--- src/rtl/rr_merge_sched_if.sv ---
// rtl/rr_merge_sched_if.sv - requester and merged-output channels of rr_merge_sched
interface rr_merge_sched_if #(
    parameter int N = 2,
    parameter int W = 128
);
    localparam int SW = (N > 1) ? $clog2(N) : 1;

    logic [N-1:0]   in_enq_ena;
    logic [N*W-1:0] in_enq_v;
    logic [N-1:0]   in_enq_rdy;
    logic           out_enq_ena;
    logic [W-1:0]   out_enq_v;
    logic [SW-1:0]  out_src;
    logic           out_enq_rdy;

    modport master (
        output in_enq_ena, in_enq_v, out_enq_rdy,
        input  in_enq_rdy, out_enq_ena, out_enq_v, out_src
    );

    modport slave (
        input  in_enq_ena, in_enq_v, out_enq_rdy,
        output in_enq_rdy, out_enq_ena, out_enq_v, out_src
    );
endinterface

--- src/rtl/rr_merge_sched.sv ---
// rtl/rr_merge_sched.sv - round-robin merge of N requester FIFOs onto one registered output
// Define RR_MERGE_PRIO0_EN to give requester 0 strict priority over the round-robin.
module rr_merge_sched #(
    parameter int N     = 2,
    parameter int W     = 128,
    parameter int DEPTH = 2
) (
    input logic           clk,
    input logic           rst,
    rr_merge_sched_if.slave bus
);
    localparam int SW = (N > 1) ? $clog2(N) : 1;
    localparam int PW = $clog2(DEPTH);
    localparam int CW = PW + 1;

    typedef enum logic {ST_EMPTY, ST_VALID} state_e;

    logic [W-1:0]  mem_q  [N][DEPTH];
    logic [PW-1:0] wptr_q [N];
    logic [PW-1:0] rptr_q [N];
    logic [CW-1:0] cnt_q  [N];
    logic [SW-1:0] ptr_q;
    state_e        state_q;
    logic [W-1:0]  data_q;
    logic [SW-1:0] src_q;

    logic [N-1:0]  nonempty;
    logic [N-1:0]  rdy;
    logic [N-1:0]  enq;
    logic          load;
    logic          found;
    logic          prio_hit;
    logic          deq;
    logic [SW-1:0] win;
    logic [SW-1:0] idx;
    logic [SW-1:0] ptr_d;
    logic [W-1:0]  head;

    always_comb begin
        nonempty = '0;
        rdy      = '0;
        enq      = '0;
        found    = 1'b0;
        prio_hit = 1'b0;
        win      = '0;
        idx      = '0;
        for (int i = 0; i < N; i++) begin
            nonempty[i] = (cnt_q[i] != '0);
            // RDY is held low during reset so nothing is accepted into a clearing FIFO
            rdy[i]      = ~rst & (cnt_q[i] != CW'(DEPTH));
            enq[i]      = bus.in_enq_ena[i] & rdy[i];
        end
        load = (state_q == ST_EMPTY) | bus.out_enq_rdy;
`ifdef RR_MERGE_PRIO0_EN
        if (nonempty[0]) begin
            found    = 1'b1;
            prio_hit = 1'b1;
        end
`endif
        for (int k = 0; k < N; k++) begin
            idx = SW'((int'(ptr_q) + k) % N);
            if (!found && nonempty[idx]) begin
                found = 1'b1;
                win   = idx;
            end
        end
        deq   = load & found;
        ptr_d = (win == SW'(N - 1)) ? '0 : win + SW'(1);
        head  = mem_q[win][rptr_q[win]];
    end

    assign bus.in_enq_rdy  = rdy;
    assign bus.out_enq_ena = (state_q == ST_VALID);
    assign bus.out_enq_v   = data_q;
    assign bus.out_src     = src_q;

    always_ff @(posedge clk) begin
        for (int i = 0; i < N; i++) begin
            if (enq[i]) mem_q[i][wptr_q[i]] <= bus.in_enq_v[i*W +: W];
        end
    end

    always_ff @(posedge clk or posedge rst) begin
        if (rst) begin
            for (int i = 0; i < N; i++) begin
                wptr_q[i] <= '0;
                rptr_q[i] <= '0;
                cnt_q[i]  <= '0;
            end
            ptr_q   <= '0;
            state_q <= ST_EMPTY;
            data_q  <= '0;
            src_q   <= '0;
        end else begin
            for (int i = 0; i < N; i++) begin
                if (enq[i]) wptr_q[i] <= wptr_q[i] + PW'(1);
                if (deq && win == SW'(i)) rptr_q[i] <= rptr_q[i] + PW'(1);
                case ({enq[i], deq && (win == SW'(i))})
                    2'b10:   cnt_q[i] <= cnt_q[i] + CW'(1);
                    2'b01:   cnt_q[i] <= cnt_q[i] - CW'(1);
                    default: cnt_q[i] <= cnt_q[i];
                endcase
            end
            if (load) begin
                if (found) begin
                    state_q <= ST_VALID;
                    data_q  <= head;
                    src_q   <= win;
                    if (!prio_hit) ptr_q <= ptr_d;
                end else begin
                    state_q <= ST_EMPTY;
                end
            end
        end
    end
endmodule
--- src/flat_wrapper.sv ---
// flat-port wrapper written by rule: the top's interface ports become plain ports
module rr_merge_sched_flat 
#(
    parameter int N     = 2,
    parameter int W     = 128,
    parameter int DEPTH = 2
)
  (clk, rst, bus_in_enq_ena, bus_in_enq_v, bus_out_enq_rdy, bus_in_enq_rdy, bus_out_enq_ena, bus_out_enq_v, bus_out_src);
  rr_merge_sched_if #(.N(N), .W(W)) bus_i ();
  input logic clk;
  input logic rst;
  input wire logic [$bits(bus_i.in_enq_ena)-1:0] bus_in_enq_ena;
  input wire logic [$bits(bus_i.in_enq_v)-1:0] bus_in_enq_v;
  input wire logic [$bits(bus_i.out_enq_rdy)-1:0] bus_out_enq_rdy;
  output wire logic [$bits(bus_i.in_enq_rdy)-1:0] bus_in_enq_rdy;
  output wire logic [$bits(bus_i.out_enq_ena)-1:0] bus_out_enq_ena;
  output wire logic [$bits(bus_i.out_enq_v)-1:0] bus_out_enq_v;
  output wire logic [$bits(bus_i.out_src)-1:0] bus_out_src;
  assign bus_i.in_enq_ena = bus_in_enq_ena;
  assign bus_i.in_enq_v = bus_in_enq_v;
  assign bus_i.out_enq_rdy = bus_out_enq_rdy;
  assign bus_in_enq_rdy = bus_i.in_enq_rdy;
  assign bus_out_enq_ena = bus_i.out_enq_ena;
  assign bus_out_enq_v = bus_i.out_enq_v;
  assign bus_out_src = bus_i.out_src;
  rr_merge_sched #(.N(N), .W(W), .DEPTH(DEPTH)) u_core (.clk(clk), .rst(rst), .bus(bus_i));
endmodule
--- config.mk ---
export PLATFORM = sky130hd
export DESIGN_NAME = rr_merge_sched_flat
export DESIGN_NICKNAME = d
export VERILOG_FILES = /design/src/rtl/rr_merge_sched_if.sv /design/src/rtl/rr_merge_sched.sv /design/src/flat_wrapper.sv
export SDC_FILE = /design/constraint.sdc
export NUM_CORES = 1
export LEC_CHECK = 0
export CAP_MARGIN = 0
export CORE_MARGIN = 2
export CORE_UTILIZATION = 58
export CTS_CLUSTER_SIZE = 14
export DETAILED_ROUTE_END_ITERATION = 6
export GPL_ROUTABILITY_DRIVEN = 0
export PLACE_DENSITY = 0.85
export SYNTH_ARGS = -nofsm -noshare
export SYNTH_HDL_FRONTEND = slang
export SYNTH_SLANG_ARGS = --single-unit
--- constraint.sdc ---
create_clock -name clk -period 19.9 [get_ports clk]
set_input_delay 2.985 -clock clk [delete_from_list [all_inputs] [get_ports clk]]
set_output_delay 2.985 -clock clk [all_outputs]
set_load 0.03 [all_outputs]
Word level (Yosys, flattened, before mapping)
Memories as Yosys holds them, arrays and structs flattened.
Cells that the tools add are included.
Widths: inputs -> output; s select.
{ "classes": {"addsub": 10, "multipliers": 0, "div": 0, "n_lt_le_gt_ge": 8, "n_eq_ne": 6, "n_shift": 0, "n_mux": 26, "n_bitwise": 13, "n_reduce_logical": 11} }
{ "op_table": {"columns": ["cell", "count"], "rows": [
  ["$mux 128", 5],
  ["$mux 256", 2],
  ["$demux 128 s1", 2],
  ["$mux 1", 15],
  ["$ge 2x2->1 const B", 4],
  ["$not 1->2", 4],
  ["$pmux 2 s2", 2],
  ["$reduce_bool 2->1", 4],
  ["$add 1x1->1 const B", 6],
  ["$and 1x1->1", 5],
  ["$logic_and 1x1->1", 5],
  ["$add 2x1->2 const B", 2],
  ["$eq 2x1->1 const B", 2],
  ["$eq 2x2->1 const B", 2],
  ["$lt 1x2->1 const B", 2],
  ["$lt 2x1->1 const B", 2],
  ["$ne 2x2->1 const B", 2],
  ["$sub 2x1->2 const B", 2],
  ["$not 1->1", 3],
  ["$reduce_and 2->1", 1],
  ["$logic_not 1->1", 1],
  ["$or 1x1->1", 1]
]} }
{ "word_totals": {"ff_bits": 139, "latch_bits": 0, "mem_bits_rw": 512, "romBits": 0, "inputBits": 261, "output_inout_bits": 132, "wordCells": 85, "n_memories": 1} }
{ "memory_table": {"columns": ["memory", "words", "width", "read_ports", "rd_ports_with_merged_regs", "wr", "line_no", "source"], "rows": [
  ["u_core.mem_q", 2, 256, 1, 0, 2, "rr_merge_sched.sv:18", "logic [W-1:0] mem_q [N][DEPTH];"]
]} }

Longest topological paths before layout
{ "logic_depth": {"depth_word": 15, "ltp_mapped": 9, "ltp_nobuf": 7} }

Worst setup path before layout
No wires, ideal clock.
{ "synth_timing": {"path_type": "in2reg", "start": "input rst", "end": "memory u_core.mem_q[0][128] (netlist bit), enable pin", "setup_time_ns": 0.616, "arrival_ns": 12.044, "required_ns": 19.284, "setup_slack_ns": 7.241, "stages": 3, "path_buffers": 0, "cell_sequence": "inv_1 -> o211ai_1 -> nor2_1"} }
{ "synth_rtl": {"columns": ["item", "line_no", "source"], "rows": [
  ["from (decl)", "flat_wrapper.sv:11", "input logic rst;"],
  ["to (decl)", "rr_merge_sched.sv:18", null]
]} }

Worst setup path after layout
{ "layout_timing": {"start": "input rst", "end": "output bus_in_enq_rdy[1]"} }
{ "layout_between": {"elab_chain_cells": 2} }
{ "layout_lines": {"columns": ["item", "line_no", "source"], "rows": [
  ["$not 1->1", "rr_merge_sched.sv:50", "rdy[i] = ~rst & (cnt_q[i] != CW'(DEPTH));"],
  ["$and 1x1->1", "rr_merge_sched.sv:50", null],
  ["to (decl)", "flat_wrapper.sv:15", "output wire logic [$bits(bus_i.in_enq_rdy)-1:0] bus_in_enq_rdy;"]
]} }
No other way between the ends.

==> impl_metrics.json <==
{
  "syn2layout_area_growth_pct": 24.3,
  "setup-tns-final_ns": 0,
  "slowest_delay_ns": 0.68,
  "r2r_cells": 4,
  "synthMuxAreaShare": 0.000439,
  "grt_max_degree": 111,
  "rows": 77,
  "synth_xor_area_frac": 0.00341,
  "detail_route.first_pass.iterations": 5,
  "min_path_cells": 2,
  "grt_overflow": 0,
  "vias_per_cell": 6.44,
  "yosys.area.top_type": "edfxtp_1",
  "synth_edf_count": 512,
  "tightestPinTransition_ns": 1.21,
  "arrival_ns": 4.94,
  "synthAdderAreaFrac": 0.000975,
  "p_per_area_mw_per_mm2": 155,
  "die_x_um": 214,
  "synth_top_area_share": 0.599,
  "setup_viol": 0,
  "grt_pass1_vias": 16952,
  "max_slew_margin": 0.192,
  "grt_pass1_wl_um": 103000,
  "post-cts-setup-buffer-count": 0,
  "die-area_mm2": 0.0460,
  "rr_startpoint": "u_core.cnt_q[0]",
  "syn_avg_cell_area_um2": 15.9,
  "crit_chain": "clkdlybuf4s50_1 > inv_6 > o21a_1 > clkdlybuf4s50_1",
  "drtIter0Drc": 2062,
  "fin_util": 0.727,
  "start_util": 0.584,
  "ant_nets": 0,
  "maxCapViolCount": 0,
  "hold_start": "u_core.bus.out_enq_v[21]",
  "coreArea_mm2": 0.0439,
  "drive_gt1_frac": 0.0904,
  "crit_cells": 4,
  "synth_simple_gate_area_frac": 0.0664,
  "min_path_type": "flop to flop",
  "skew_ns": 0.0200,
  "synth_cells": 1617,
  "postCtsHoldBufs": 0,
  "synth_top_family_by_area": "compound AO/OA/AOI/OAI gates",
  "power_uw": 4950,
  "yosysMostFrequentCell": "edfxtp_1",
  "path_class": "input pin to primary output",
  "dp_cells": 2468,
  "cp_data_required_time_ns": 16.91,
  "outcome": "finished clean",
  "clk_path_buf_depth": 3,
  "dp_hpwl_um": 39700,
  "p_leak_uw": 0.0105,
  "cp_top_family": "buffers and inverters",
  "syn_area_mm2": 0.0257,
  "yosysSeqAreaShare": 0.734,
  "grt_setup_unrepaired": "false",
  "finalCritPeriodShare": 0.398,
  "peakVddDrop_mv": 0.138,
  "wirelength_um": 68100,
  "synth_cell_types": 35,
  "die_h_um": 214,
  "finalHoldViolations": 0,
  "cts_sinks": 651,
  "htreeDepth": 2,
  "clk_pin_slew_worst_paths_ns": 0.06,
  "drc_errors": 0,
  "async_flop_share": 0.214,
  "grtUsageTotal": 0.294,
  "cts_tree": "done",
  "layout.cells.non_filler": 2601,
  "endpoint_kind": "primary output",
  "synth_common_cells": "512 x edfxtp_1, 250 x nor2b_1, 139 x dfrtp_1",
  "critPathBufInv": 3,
  "startpoint": "rst",
  "timing.final.crit_period_ns": 7.92,
  "post_cts_resized": 0,
  "ios": 393,
  "cts-root-buf": "clkbuf_16",
  "synth_compound_area_frac": 0.164,
  "synth_ff_type": "edfxtp_1",
  "wire_per_inst_um": 26.2,
  "vias": 16746,
  "max_freq_mhz": 126,
  "synthTopCellsByArea": "edfxtp_1 60%, dfrtp_1 14%, nor2b_1 6.1%, a2111oi_0 4.3%, o31ai_1 3.5%",
  "finalMaxSlewViolations": 0,
  "syn-num-nets": 1880,
  "crit_top_cell": "clkdlybuf4s50_1",
  "worstPathMaxFanout": 72,
  "clock_latency_ns": 0.62,
  "cts_buffers": 61,
  "port-buffer-count": 392,
  "ys_ff_latch": 651,
  "antenna_found_initial": 21,
  "fin_nets": 2202,
  "cp_slowest_cell": "clkdlybuf4s50_1",
  "startpoint_type": "input pin",
  "yosysWarnings": 0
}
-- tightest hold or removal path, stage by stage, from the launching register on --
cell	delay [ns]
dfrtp_1	0.34
o21ai_0	0.08
o31ai_1	0.06
-- final cells by class --
type	instances	area, um^2
Timing Repair Buffer	417	4110
Sequential cell	651	18900
Multi-Input combinational cell	804	6090
Antenna cell	17	42.5
Clock inverter	27	290
Clock buffer	89	1770
Inverter	4	20.0
Tap cell	592	741
Fill cell	2679	12000
-- where the power goes --
part	internal, uW	leakage (uW)	total (uW)	switching, uW
registers	1770	0.00635	1950	176
clock network	693	0.00101	1180	492
logic	639	0.00312	1820	1180
total	3100	0.0105	4950	1840
-- logic make-up after synthesis --
kind of cell,after synthesis
xor+xnor,10
compound gates,520
buf+inv,162
fa+ha+maj,2
flops,651
mux,1
simple gates,271
-- flip-flops by register name, indices dropped and copies added, names as in the netlist --
signal and flops:
u_core.cnt_q 4, u_core.ptr_q 1, u_core.bus.out_enq_v 128, u_core.bus.out_enq_ena 1
u_core.bus.out_src 1, u_core.rptr_q 2, u_core.mem_q 512, u_core.wptr_q 2
-- cell usage in the layout (no fill, tap or decap), types with 2 or more instances in the layout --
| cell type | count |
|---|---|
| a2111oi_0 | 127 |
| a221oi_1 | 89 |
| a221oi_2 | 39 |
| and2b_1 | 7 |
| and3_4 | 2 |
| buf_4 | 25 |
| bufinv_16 | 6 |
| clkbuf_1 | 19 |
| clkbuf_16 | 65 |
| clkbuf_8 | 5 |
| clkdlybuf4s50_1 | 392 |
| clkinv_1 | 6 |
| clkinv_2 | 11 |
| clkinvlp_4 | 2 |
| dfrtp_1 | 137 |
| dfrtp_4 | 2 |
| diode_2 | 17 |
| edfxtp_1 | 512 |
| ha_1 | 2 |
| inv_1 | 3 |
| inv_6 | 2 |
| nand2_1 | 2 |
| nor2_1 | 2 |
| nor2_4 | 3 |
| nor2b_1 | 249 |
| o211ai_1 | 2 |
| o21a_1 | 2 |
| o21ai_0 | 128 |
| o31ai_1 | 118 |
| o31ai_2 | 10 |
| or2_4 | 2 |
| xnor2_1 | 9 |
-- layer usage --
metal / global-route usage / part of all wire
met1: 0.392 / 0.38
met2: 0.480 / 0.50
met3: 0.0594 / 0.088
met4: 0.118 / 0.038
met5: 0 / 0.00091
-- stage by stage --
| step | hold slack, ns | cell area [um^2] | setup slack (ns) |
|---|---|---|---|
| floorplan | 0.461 | 25700 | 7.24 |
| global placement | 0.491 | 29800 | 11.68 |
| detailed placement | 0.499 | 29800 | 11.51 |
| CTS | 0.513 | 31900 | 11.88 |
| global route | 0.545 | 31900 | 11.82 |
| finish | 0.510 | 31900 | 11.98 |
-- final timing paths --
check	slack, ns	endpoint
worst max-delay path	11.98	bus_in_enq_rdy[1]
worst min-delay path	0.51	u_core.bus.out_enq_v[21]
worst max register to register	16.19	u_core.mem_q[1][142]
worst min register to register	0.51	u_core.bus.out_enq_v[21]
max in group asynchronous	15.35	u_core.rptr_q[0]
min in group asynchronous	2.86	u_core.bus.out_src
Power figures use the tool's default switching activity.
